==> src/rtl/minv_serial_addsub.sv <==
// Word-serial 256-bit add/subtract for the modular-inverse datapath, LSW first.
// Optional macro MINV_ADDSUB_ZERO_DET_EN adds the all-zero result detector behind is_zero.
module minv_serial_addsub #(
  parameter int WORD_W = 16,
  parameter int NWORDS = 16
) (
  input  logic              clk,
  input  logic              rst_n,
  input  logic              clr,
  input  logic              start,
  input  logic              op_sub,
  input  logic [WORD_W-1:0] a_word,
  input  logic [WORD_W-1:0] b_word,
  output logic              word_req,
  output logic [WORD_W-1:0] res_word,
  output logic              res_we,
  output logic              busy,
  output logic              done,
  output logic              carry_out,
  output logic              neg,
  output logic              is_zero
);

  localparam int CNT_W = (NWORDS > 1) ? $clog2(NWORDS) : 1;

  typedef enum logic [1:0] {
    S_IDLE  = 2'd0,
    S_RUN   = 2'd1,
    S_FLUSH = 2'd2
  } state_t;

  state_t              state_q, state_d;
  logic [CNT_W-1:0]    cnt_q, cnt_d;
  logic                carry_q, carry_d;
  logic                op_q, op_d;
  logic [WORD_W-1:0]   res_word_q, res_word_d;
  logic                res_we_q, res_we_d;
  logic                carry_out_q, carry_out_d;
  logic                neg_q, neg_d;
  logic [WORD_W:0]     sum;

  // Subtract is A + ~B + 1; the +1 enters through the carry preset at start.
  assign sum = {1'b0, a_word} + {1'b0, b_word ^ {WORD_W{op_q}}} + {{WORD_W{1'b0}}, carry_q};

`ifdef MINV_ADDSUB_ZERO_DET_EN
  logic nz_q, nz_d;
  logic is_zero_q, is_zero_d;

  always_comb begin
    nz_d      = nz_q;
    is_zero_d = is_zero_q;
    if (clr) begin
      nz_d      = 1'b0;
      is_zero_d = 1'b0;
    end else begin
      case (state_q)
        S_IDLE:  if (start) nz_d = 1'b0;
        S_RUN:   nz_d = nz_q | (|sum[WORD_W-1:0]);
        S_FLUSH: is_zero_d = ~nz_q;
        default: ;
      endcase
    end
  end

  always_ff @(posedge clk or negedge rst_n) begin
    if (!rst_n) begin
      nz_q      <= 1'b0;
      is_zero_q <= 1'b0;
    end else begin
      nz_q      <= nz_d;
      is_zero_q <= is_zero_d;
    end
  end

  assign is_zero = is_zero_q;
`else
  assign is_zero = 1'b0;
`endif

  always_comb begin
    state_d     = state_q;
    cnt_d       = cnt_q;
    carry_d     = carry_q;
    op_d        = op_q;
    res_word_d  = res_word_q;
    carry_out_d = carry_out_q;
    neg_d       = neg_q;
    word_req    = 1'b0;
    case (state_q)
      S_IDLE: begin
        if (start) begin
          state_d = S_RUN;
          op_d    = op_sub;
          carry_d = op_sub;
          cnt_d   = '0;
        end
      end
      S_RUN: begin
        word_req   = 1'b1;
        res_word_d = sum[WORD_W-1:0];
        carry_d    = sum[WORD_W];
        cnt_d      = cnt_q + 1'b1;
        if (cnt_q == CNT_W'(NWORDS - 1)) begin
          state_d = S_FLUSH;
          cnt_d   = '0;
        end
      end
      S_FLUSH: begin
        carry_out_d = carry_q;
        neg_d       = op_q & ~carry_q;
        state_d     = S_IDLE;
      end
      default: state_d = S_IDLE;
    endcase
    res_we_d = word_req;
    // Abort overrides everything, including a simultaneous start.
    if (clr) begin
      state_d     = S_IDLE;
      cnt_d       = '0;
      carry_d     = 1'b0;
      op_d        = 1'b0;
      res_word_d  = '0;
      res_we_d    = 1'b0;
      carry_out_d = 1'b0;
      neg_d       = 1'b0;
    end
  end

  always_ff @(posedge clk or negedge rst_n) begin
    if (!rst_n) begin
      state_q     <= S_IDLE;
      cnt_q       <= '0;
      carry_q     <= 1'b0;
      op_q        <= 1'b0;
      res_word_q  <= '0;
      res_we_q    <= 1'b0;
      carry_out_q <= 1'b0;
      neg_q       <= 1'b0;
    end else begin
      state_q     <= state_d;
      cnt_q       <= cnt_d;
      carry_q     <= carry_d;
      op_q        <= op_d;
      res_word_q  <= res_word_d;
      res_we_q    <= res_we_d;
      carry_out_q <= carry_out_d;
      neg_q       <= neg_d;
    end
  end

  assign res_word  = res_word_q;
  assign res_we    = res_we_q;
  assign busy      = (state_q != S_IDLE);
  assign done      = (state_q == S_FLUSH);
  assign carry_out = carry_out_q;
  assign neg       = neg_q;

endmodule

==> config.mk <==
export PLATFORM = sky130hd
export DESIGN_NAME = minv_serial_addsub
export DESIGN_NICKNAME = d
export VERILOG_FILES = /design/src/rtl/minv_serial_addsub.sv
export SDC_FILE = /design/constraint.sdc
export NUM_CORES = 1
export LEC_CHECK = 0
export ABC_CLOCK_PERIOD_IN_PS = 7120
export CAP_MARGIN = 20
export CORE_MARGIN = 2
export CORE_UTILIZATION = 40
export CTS_CLUSTER_SIZE = 30
export DETAILED_ROUTE_END_ITERATION = 8
export DONT_BUFFER_PORTS = 1
export GPL_TIMING_DRIVEN = 0
export SKIP_LAST_GASP = 1
export SYNTH_ARGS = -nofsm -noshare
export SYNTH_HDL_FRONTEND = slang
export SYNTH_SLANG_ARGS = --single-unit
==> constraint.sdc <==
create_clock -name clk -period 7.12 [get_ports clk]
set_input_delay 1.424 -clock clk [delete_from_list [all_inputs] [get_ports clk]]
set_output_delay 1.424 -clock clk [all_outputs]
set_load 0.03 [all_outputs]
==> results by stage, run 1 <==
Status:
- The run finished with clean final reports.

Floorplanning:
- In this run the standard cell core region covers 5170 um^2.
- 60 I/O pins were placed.
- The floorplan step defined a die boundary enclosing around 6000 um^2.
- The floorplan step set the die height to 77.6 um.
- After floorplanning, the core was divided into 26 placement rows.
- Measured along the x axis, the die boundary spans between 70 and 80 um.
- For this configuration, the core starts out at a cell density of 0.419.

Synthesis:
- The synthesized netlist contains 52 unique library cells.
- The number of nets in the synthesized netlist is 312.
- The summed instance area of the synthesized netlist is around 2200 um^2.
- Synthesis inferred 27 register bits.
- For this run, the number of Yosys warnings is 0.
- Yosys mapped a number of flops with a built-in enable equal to 0.
- The async set-or-reset flop fraction in the synthesized netlist is 1.00.
- For this run, the register share of the synthesized area comes to 0.311.
- In the synthesized netlist the dominant register cell turns out to be dfrtp_1.
- The mean area per synthesized cell is 8.44 um^2.
- After technology mapping, the gate count stands at 257.

CTS:
- Counting the buffers created by CTS gives 3.
- The number of levels in the clock H-tree is 1.
- The clock passes through at most 2 buffers.
- The clock drives 27 sinks.
- The clock latency reported for the late side of the worst-skew pair is around 0.27 ns.
- The TritonCTS clock tree is done.
- In this run the post-CTS setup repair buffer count came out at 0.
- The post-cts hold buffer count is 0.
- Clock-pin slew was measured on the worst setup and hold paths at about 0.10 ns.
- The post-cts gate resize count is 0.
- The root buffer cell is clkbuf_8.

Route:
- The number of optimization iterations in the first detailed-route pass is 5.
- The detailed-route via count is around 1,900.
- The final antenna-violating net count is 0.
- The detailed router finished its first iteration with around 140 violations.
- Dividing the detail-routed wire length by the instance count gives ~17 um.
- The final layout contains routed wiring with a total length of between 5000 and 6000 um.
- The mean number of vias per cell is a little under 6.
- After detailed routing, the number of remaining DRC violations is 0.

Worst setup path:
- The worst-case reg-to-reg path depth is 11.
- The endpoint required time on the critical path is between 7 and 8 ns.
- For this run, the slowest stage of the critical path takes between 0.5 and 0.6 ns.
- The critical path goes through clkbuf_1 > buf_2 > xnor2_1 > fa_1 > inv_1 > fa_1 > a21o_1 > a221o_2 > a21oi_1 > or3b_1 > a31oi_1.
- The category of the worst setup path capture point is a flip-flop.
- STA puts the critical path data arrival time at 3.56 ns.
- The setup slack on the worst flop-to-flop path is roughly 3.7 ns.
- In this design, the critical path's most frequently occurring cell is fa_1.
- On the critical path, the stage with the largest delay is an instance of clkbuf_1.
- The kind of launch point of the worst setup path is a flip-flop.
- The dominant delay contributor by cell family on the critical path is buffers and inverters.
- The reg-to-reg critical path endpoint is carry_q.
- The most critical setup path has its startpoint at op_q.
- Together, buffers and inverters on the worst path number 3.
- In this run the critical register-to-register path is launched from op_q.
- By startpoint and endpoint, the worst setup path is classified as reg -> reg.
- The peak fanout along the critical path is 10.

GRT:
- In the global route stage, overall resource usage came out at 0.185.
- The number of antenna violations at the first check in global routing was 0.
- The first global-routing pass estimated 9050 um of wire.
- Entering global routing, the biggest net connects 28 pins.
- The total overflow reported by the global router is 0.
- The via count of the first global-routing pass was between 1,500 and 2,000.

Pwr:
- The total power draw is ~0.44 mW.
- The leakage power is about 1.1 nW.
- The worst-case vdd ir drop is between 0.07 and 0.08 mV.
- Dividing total power by cell area gives a power density of between 150 and 200 nW/um^2.

Place:
- The placed wire-length estimate is 4240 um.
- At the placement stage, the worst setup path has a slack of 3.62 ns.
- The count of buffers inserted at the top-level ports is 0.
- The final weighted congestion in routability-driven placement is 0.838.

Timing:
- The smallest clock period supported by the final layout is computed as between 3 and 4 ns.
- The share of the cycle needed by the critical path after routing is 0.477.
- Setup repair after global routing left no endpoint under its margin.
- The final number of hold-violating endpoints came to 0.
- Setup total negative slack on the finished layout was measured at 0 ns.
- Static timing analysis puts the maximum clock frequency at between 200 and 300 MHz.
- The clock arrives with approximately 0.007 ns of skew.
- For the pin with the worst max-slew slack, the measured transition is just under 0.8 ns.
- The max-slew violation count is 0.
- Hold is met by 0.499 ns.
- The final worst slack is roughly 3.7 ns.
- The setup-violating endpoint count in the final report is 0.
- The headroom to the max-slew limit is 0.469.

Worst hold path:
- The worst min-delay path category is reg -> reg.
- The worst hold path begins at cnt_q[3].
- The path with the worst hold slack has its endpoint at cnt_q[3].
- Along the worst hold path, the cell count comes to 1.

Flow run:
- The max-capacitance violation count is 0.

Layout:
- Relative to the synthesized area, the layout overhead comes to 6.29%.
- Measured on the finished design, the core utilization comes to 0.446.
- Of the cells placed in the final design, the portion with a size suffix greater than 1 is 0.0728.
- The number of antenna diodes in the final layout is 0.
- The final layout contains between 300 and 400 nets.
- The filler cells instantiated in the layout total between 500 and 600.
-- final cells by class --
type | count | area, um^2 | area share
multi-input cells | 204 | 1380 | 0.600
inverters | 11 | 41.3 | 0.0179
clock buffers | 3 | 41.3 | 0.0179
plain buffers | 15 | 68.8 | 0.0298
well taps | 70 | 87.6 | 0.0380
flip-flops and latches | 27 | 676 | 0.293
clock inverters | 1 | 7.51 | 0.00326
-- power by group --
part / internal (mW) / switching [mW] / leakage (nW) / total [mW]
combinational: 0.0584 / 0.0941 / 0.665 / 0.152
sequential: 0.165 / 0.0318 / 0.365 / 0.197
clock: 0.0397 / 0.0501 / 0.0217 / 0.0898
total: 0.264 / 0.176 / 1.05 / 0.440
-- Yosys cell counts, types with 2 or more instances --
cell type | n | area share
clkinv_1 | 2 | 0.0035
o31ai_1 | 3 | 0.010
xor2_1 | 16 | 0.065
nand4b_1 | 2 | 0.0081
o221ai_1 | 2 | 0.0081
o21ai_0 | 11 | 0.025
buf_1 | 2 | 0.0035
dfrtp_1 | 27 | 0.31
a31oi_1 | 5 | 0.014
xnor2_1 | 3 | 0.012
and3_2 | 2 | 0.0069
nor2b_1 | 2 | 0.0058
nor2_1 | 17 | 0.029
a21o_1 | 5 | 0.017
nand2_1 | 24 | 0.042
or3_1 | 4 | 0.012
or4_1 | 3 | 0.010
o211ai_1 | 3 | 0.010
a21oi_1 | 24 | 0.055
o21a_1 | 3 | 0.010
mux2i_1 | 2 | 0.0092
fa_1 | 2 | 0.018
clkbuf_1 | 5 | 0.0087
inv_1 | 9 | 0.016
nand2b_1 | 2 | 0.0058
a211oi_1 | 5 | 0.017
nand4_1 | 11 | 0.032
ha_1 | 16 | 0.092
and3_1 | 4 | 0.012
nor3_1 | 6 | 0.014
nand3_1 | 7 | 0.016
buf_2 | 7 | 0.016
nand3b_1 | 2 | 0.0069
-- sequential cells by signal, summed over array words and instances (netlist names) --
register / count
carry_out: 1
carry_q: 1
cnt_q: 4
neg: 1
op_q: 1
res_we: 1
res_word: 16
state_q: 2
-- cells in the final DEF, fill, tap and decap left out, types with 2 or more instances in the layout --
cell and instances:
a211oi_1 5, a21o_1 5, a21oi_1 24, a31oi_1 5, and3_1 4, and3_2 2, buf_1 2, buf_2 7
clkbuf_1 5, clkbuf_8 3, clkinv_1 2, dfrtp_1 27, fa_1 2, ha_1 16, inv_1 9, mux2i_1 2
nand2_1 24, nand2b_1 2, nand3_1 7, nand3b_1 2, nand4_1 11, nand4b_1 2, nor2_1 17, nor2b_1 2
nor3_1 6, o211ai_1 3, o21a_1 3, o21ai_0 11, o221ai_1 2, o31ai_1 3, or3_1 4, or4_1 3
xnor2_1 3, xor2_1 16
-- stage by stage --
stage          cell area, um^2  cells
2_1_floorplan             2170    257
3_3_place_gp              2260    327
3_5_place_dp              2260    327
4_1_cts                   2310    331
5_1_grt                   2310    331
6_report                  2310    331
-- worst max path at each step --
| stage | end | cells after the start |
|---|---|---|
| 2_1_floorplan | carry_q | 9 |
| 3_3_place_gp | carry_q | 9 |
| 3_5_place_dp | carry_q | 9 |
| 4_1_cts | carry_q | 11 |
| 5_1_grt | carry_q | 11 |
| 6_report | carry_q | 11 |
-- logic make-up (layout without fill, tap and decap cells) --
logic type | after synthesis | in the layout | synth area share
simple gates | 88 | 88 | 0.206
compound gates | 76 | 76 | 0.233
flops | 27 | 27 | 0.311
buf+inv | 26 | 30 | 0.0508
xor+xnor | 19 | 19 | 0.0767
fa+ha+maj | 18 | 18 | 0.111
mux | 2 | 2 | 0.00923
other cells | 1 | 1 | 0.00173
-- per-layer routing --
layer	global-route usage	part of all wire	wire length [um]
met1	0.267	0.51	2760
met5	0	0	0
met4	0.0393	0.011	58
met3	0.0291	0.054	293
met2	0.291	0.43	2350
Power figures use the tool's default switching activity.
==> inputs of run 2 (changes only) <==
ABC_CLOCK_PERIOD_IN_PS = 2900   (was 7120)
clock period = 2.9 ns   (was 7.12 ns; I/O delays follow)
==> run 2 against run 1 <==
  * Wire length is 1.8% higher
  * Utilization rose by 0.75 points
  * Hold slack lost 0.39 ns
  * Critical path depth is 1 lower
  * Die area did not move
  * Combinational power rose to 2.6 times the previous value
  * Non-clock buffer count rose by 1
  * Sequential share of layout area shrank 0.43 points
  * Global-route usage is 0.22 points higher
  * Sequential power grew 150%
  * Total power is 150% higher
==> results by stage, run 2 (same netlist as run 1, synthesis figures left out) <==
Timing:
- Setup repair after global routing left no endpoint under its margin.
- The headroom to the max-slew limit was 0.477 (+0.00785).
- The setup-violating endpoint count in the final report is 0 (unchanged).
- The fmax is 371 MHz (+26%).
- The worst hold-check slack is 0.108 ns (-0.390 ns).
- The share of the cycle needed by the critical path after routing is 0.930 (+0.453).
- The max-slew violation count is 0 (unchanged).
- The minimum clock period after layout is 2.70 ns (-0.700 ns).
- The final number of hold-violating endpoints is 0 (unchanged).
- The clock tree skew after final layout is 0.00676 ns (-0.000119 ns).
- The slew of the pin with the lowest slew margin is 0.784 ns (-0.0118 ns).

Place:
- The count of buffers inserted at the top-level ports is 0 (unchanged).
- The final weighted congestion in routability-driven placement was 0.838 (unchanged).
- The number of placed cells counting well taps is 327 (unchanged).
- The placed wire-length estimate is 4240 um (unchanged).

Route:
- The initial DRC count is 121 (-12%).
- The DRC violation count after routing was 0 (unchanged).
- The mean number of vias per cell is 5.82 (+0.27%).
- The final antenna-violating net count is 0 (unchanged).
- The detailed-route via count is 1,933 (+0.57%).
- The number of optimization iterations in the first detailed-route pass is 4 (-1).
- The mean routed wirelength per cell is 16.8 um (+1.5%).
- The post-detailed-routing wire length is 5570 um (+1.8%).

Worst setup path:
- The dominant delay contributor by cell family on the critical path is compound AO/OA/AOI/OAI gates.
- The endpoint required time on the critical path is 3.05 ns (-4.23 ns).
- The most common cell type on the critical path is fa_1.
- STA classifies the critical path startpoint as a flip-flop.
- The critical path's largest stage delay was 0.44 ns (-0.09 ns).
- The critical path arrival is 2.85 ns (-0.71 ns).
- The count of buffer and inverter cells on the critical path was 2 (-1).
- The critical-path cell with the highest stage delay is dfrtp_2.
- STA classifies the critical path endpoint as a flip-flop.
- The kind of critical path is reg -> reg.
- The peak fanout along the critical path came to 10 (unchanged).
- Walking the worst path, the cells encountered are buf_4 > xnor2_1 > fa_1 > inv_1 > fa_1 > a21o_1 > a221o_2 > a21oi_4 > or4_1 > nand4b_1.

Layout:
- The filler cell count came to 530 (-1.9%).
- The final net count is 318 (+0.32%).
- The layout cell share with drive strength beyond 1 was 0.0878 (+0.0150).
- The non-filler instance count after layout came to 332 (+0.30%).
- The sequential cell area is 677 um^2 (+0.19%).
- The flip-flop count of the largest register, all copies and words added was 16 (unchanged).
- In the layout the commonest cells are dfrtp_1 (26), nand2_1 (24), a21oi_1 (23), nor2_1 (17).
- The area added between synthesis and finish is 8.07%.
- The utilization after layout is 0.453 (+0.00750).
- The antenna cell count was 0 (unchanged).
- The total area of multi-input combinational cells came to 1400 um^2 (+0.81%).
- The library cell used most frequently in the layout, excluding fill and tap cells, is dfrtp_1.

CTS:
- The number of buffers between clock root and the deepest sink is 2 (unchanged).
- TritonCTS built the clock tree.
- The root buffer cell is clkbuf_8.
- The clock latency reported for the late side of the worst-skew pair came to 0.27 ns (about the same).
- The number of buffers inserted during clock tree synthesis is 3 (unchanged).
- The clock sink count is 27 (unchanged).
- The number of levels in the clock H-tree is 1 (unchanged).
- The clock-pin slew on the worst setup and hold paths was 0.10 ns (about the same).

Floorplanning:
- The number of top-level pins is 60 (unchanged).
- The die extent in x was 77.6 um (unchanged).
- The starting density of the core was 0.419 (unchanged).
- The floorplan die height is 77.6 um (unchanged).
- The core area is 5170 um^2 (unchanged).
- The area of the die is 6030 um^2 (unchanged).
- The floorplan row count was 26 (unchanged).

GRT:
- The total overflow reported by the global router is 0 (unchanged).
- The number of antenna violations at the first check in global routing is 0 (unchanged).
- The global router's overall resource usage is 0.187 (+0.00222).
- The pin count of the biggest net entering global routing is 28 (unchanged).
- The wire length of the first global-routing pass is 9130 um (+0.84%).
- The via count of the first global-routing pass is 1,883 (+0.64%).

Status:
- The flow ran to the end, and the final reports show no timing, DRC or antenna violations.

Worst hold path:
- The path class of the tightest hold or removal check is in -> async.

Pwr:
- The total power draw was 1.10 mW (+150%).
- The power density over the cells is 468 nW/um^2 (+150%).
- The leakage power was 1.07 nW (+1.3%).
- The worst-case vdd ir drop was 0.187 mV (+150%).

Flow run:
- The max-capacitance violation count is 0 (unchanged).
run 2: layer usage:
metal  share of wire  global-route usage
met4          0.0081              0.0411
met1            0.51               0.274
met3           0.052              0.0291
met2            0.43               0.291
met5               0                   0
run 2: repair_timing:
item                                    CTS  global route
endpoints found under the hold margin    27             0
endpoints found under the setup margin   13             3
hold buffers                              1             0
resized for setup                         2             2
buffers inserted                          1             0
run 2: power by group:
group          switching (mW)  total (mW)  internal [mW]  leakage (nW)
Combinational           0.242       0.391          0.149         0.680
Sequential             0.0788       0.485          0.406         0.363
Clock                   0.122       0.220         0.0975        0.0217
run 2: cell type report:
cell class                      count  area share
Timing Repair Buffer                2      0.0117
Sequential cell                    27       0.289
Inverter                           11      0.0176
Clock buffer                        3      0.0176
Clock inverter                      1     0.00320
Buffer                             14      0.0288
Multi-Input combinational cell    204       0.595
Tap cell                           70      0.0374
run 2: final timing paths:
check	startpoint	depth (start not counted)	endpoint	slack, ns
worst max-delay path	op_q	10	res_word[14]	0.20
worst min-delay path	rst_n	1	res_word[0]	0.11
min in group clk	op_sub	2	op_q	0.47
worst max register to register	op_q	10	res_word[14]	0.20
worst min register to register	cnt_q[3]	1	cnt_q[3]	0.50
max in group asynchronous	rst_n	1	op_q	2.63
run 2: per-stage QoR:
step	cell area, um^2	TNS, ns	worst slack [ns]
final	2340	0	0.204
after global routing	2340	0	0.0498
after CTS	2330	0	0.143
after detailed placement	2260	-3.69	-0.499
after global placement	2260	-3.38	-0.481
after floorplan	2170	0	0.116
==> inputs of run 3 (changes only) <==
ABC_CLOCK_PERIOD_IN_PS = 2810   (was 2900)
clock period = 2.81 ns   (was 2.9 ns; I/O delays follow)
==> run 3 against run 2 <==
  * Sequential share of layout area down 0.12 points
  * Global-route usage unchanged
  * Total power increased by 3.4%
  * Clock skew is 0.00060 ns higher
==> results by stage, run 3 (same netlist as run 1, synthesis figures left out) <==
Route:
- The detailed-route via count is 1,938 (+0.26%).
- The mean number of vias per cell is 5.84 (+0.26%).
- The initial DRC count was 123 (+1.7%).
- The final antenna-violating net count is 0 (unchanged).
- The DRC violation count after routing is 0 (unchanged).
- The number of optimization iterations in the first detailed-route pass is 4 (unchanged).
- The post-detailed-routing wire length is 5550 um (-0.38%).
- The mean routed wirelength per cell is 16.7 um (-0.38%).

Floorplanning:
- The die extent in x is 77.6 um (unchanged).
- The core area came to 5170 um^2 (unchanged).
- The number of top-level pins is 60 (unchanged).
- The area of the die was 6030 um^2 (unchanged).
- The floorplan die height is 77.6 um (unchanged).
- The floorplan row count came to 26 (unchanged).
- The starting density of the core is 0.419 (unchanged).

Timing:
- The setup-violating endpoint count in the final report was 0 (unchanged).
- The share of the cycle needed by the critical path after routing is 0.948 (+0.0180).
- The fmax came to 376 MHz (+1.2%).
- The final worst slack is 0.147 ns (-0.0570 ns).
- The slew of the pin with the lowest slew margin is 0.796 ns (+0.0125 ns).
- The worst hold-check slack came to 0.0900 ns (-0.0184 ns).
- The minimum clock period after layout is 2.66 ns (-0.0330 ns).
- Setup repair after global routing left no endpoint under its margin.
- The max-slew violation count was 0 (unchanged).
- The headroom to the max-slew limit is 0.469 (-0.00831).
- The final number of hold-violating endpoints is 0 (unchanged).
- The clock tree skew after final layout is 0.00736 ns (+0.000603 ns).

Status:
- The run finished with clean final reports.

Layout:
- Leaving out fill and tap cells, the most frequent cell in the layout is dfrtp_1.
- In the layout the commonest cells are dfrtp_1 (26), nand2_1 (24), a21oi_1 (23), nor2_1 (17).
- The sequential cell area came to 677 um^2 (unchanged).
- The total area of multi-input combinational cells is 1410 um^2 (+0.72%).
- The filler cell count is 530 (unchanged).
- The flip-flop count of the largest register, all copies and words added is 16 (unchanged).
- The final net count came to 318 (unchanged).
- The antenna cell count is 0 (unchanged).
- The layout cell share with drive strength beyond 1 is 0.0954 (+0.00763).
- The area added between synthesis and finish is 8.54%.
- The utilization after layout is 0.455 (+0.00194).
- The non-filler instance count after layout is 332 (unchanged).

Worst setup path:
- Following the worst setup path forward leads to its endpoint at res_word[14].
- The worst setup path is captured at a flip-flop.
- In this run the critical register-to-register path is captured at res_word[14].
- The critical path arrival is 2.82 ns (-0.03 ns).
- The endpoint required time on the critical path came to 2.96 ns (-0.09 ns).
- The critical path is of the reg -> reg type.
- The setup slack on the worst flop-to-flop path came to 0.15 ns (-0.06 ns).
- The peak fanout along the critical path came to 10 (unchanged).
- The worst-case reg-to-reg path depth came to 10 (unchanged).
- The most critical setup path has its startpoint at op_q.
- The startpoint of the worst-slack reg-to-reg timing path is op_q.
- The kind of launch point of the worst setup path is a flip-flop.

Place:
- The placed wire-length estimate was 4240 um (unchanged).
- The number of placed cells counting well taps is 327 (unchanged).
- The final weighted congestion in routability-driven placement is 0.838 (unchanged).
- The worst-case setup slack after placement came to -0.589 ns (-0.0900 ns).
- The count of buffers inserted at the top-level ports is 0 (unchanged).

Worst hold path:
- The worst min-delay path category is in -> async.

Pwr:
- The power density over the cells is 481 nW/um^2 (+2.9%).
- The leakage power is 1.07 nW (+0.43%).
- The worst-case vdd ir drop was 0.192 mV (+2.9%).

GRT:
- The number of antenna violations at the first check in global routing is 0 (unchanged).
- The via count of the first global-routing pass is 1,883 (unchanged).
- The wire length of the first global-routing pass is 9130 um (unchanged).
- The pin count of the biggest net entering global routing is 28 (unchanged).
- The global router's overall resource usage came to 0.187 (unchanged).
- The total overflow reported by the global router is 0 (unchanged).

CTS:
- The clock-pin slew on the worst setup and hold paths was 0.10 ns (about the same).
- The clock latency reported for the late side of the worst-skew pair is 0.27 ns (about the same).
- CTS placed an instance of clkbuf_8 at the clock tree root.
- The clock sink count was 27 (unchanged).
- The number of buffers between clock root and the deepest sink is 2 (unchanged).
- The number of levels in the clock H-tree is 1 (unchanged).
- The number of buffers inserted during clock tree synthesis is 3 (unchanged).
- TritonCTS built the clock tree.

Flow run:
- The max-capacitance violation count was 0 (unchanged).
[run 3: worst min-delay path by stage]
| stage | from | endpoint | slack (ns) | cells past startpoint |
|---|---|---|---|---|
| after floorplan | rst_n | carry_out | 0.27 | 0 |
| after global placement | rst_n | res_word[0] | 0.27 | 0 |
| after detailed placement | rst_n | res_word[0] | 0.27 | 0 |
| after CTS | rst_n | res_word[3] | 0.09 | 1 |
| after global routing | rst_n | neg | 0.09 | 1 |
| final | rst_n | res_word[0] | 0.09 | 1 |
[run 3: metal layers]
layer  up-vias  GRT usage  share of wire
met4         0     0.0411         0.0081
met3         4     0.0291          0.054
met1       917      0.274           0.50
li1        953          -              -
met5         -          0              0
met2        64      0.291           0.43
[run 3: power by group]
group	switching (mW)	total, mW	internal [mW]
clock	0.126	0.227	0.101
sequential	0.0813	0.501	0.419
combinational	0.250	0.406	0.155
[run 3: through the flow]
step / instance area, um^2 / TNS, ns / power (mW)
after floorplan: 2170 / 0 / 0.806
after global placement: 2260 / -4.55 / 0.888
after detailed placement: 2260 / -4.86 / 0.892
after CTS: 2330 / 0 / 1.13
after global routing: 2350 / 0 / 1.21
final: 2350 / 0 / 1.13
[run 3: worst max-delay path, cell delays in order, from the launching register on]
cell and delay (ns):
dfrtp_2 0.44, buf_4 0.21, xnor2_2 0.18, fa_2 0.23, inv_1 0.05, fa_1 0.40, a21o_1 0.20, a221o_2 0.40
a21oi_4 0.20, or4_1 0.14, nand4b_1 0.08
[run 3: layout make-up]
class	count	share of cell area
flip-flops and latches	27	0.287
clock buffers	3	0.0175
repair buffers	2	0.0117
multi-input cells	204	0.597
inverters	11	0.0175
plain buffers	14	0.0287
well taps	70	0.0372
clock inverters	1	0.00319
[run 3: what timing repair did]
| action | CTS | global route |
|---|---|---|
| resized for setup | 2 | 4 |
| hold endpoints to repair | 27 | 0 |
| buffers inserted | 1 | 0 |
| hold buffers | 1 | 0 |
| setup endpoints to repair | 13 | 5 |
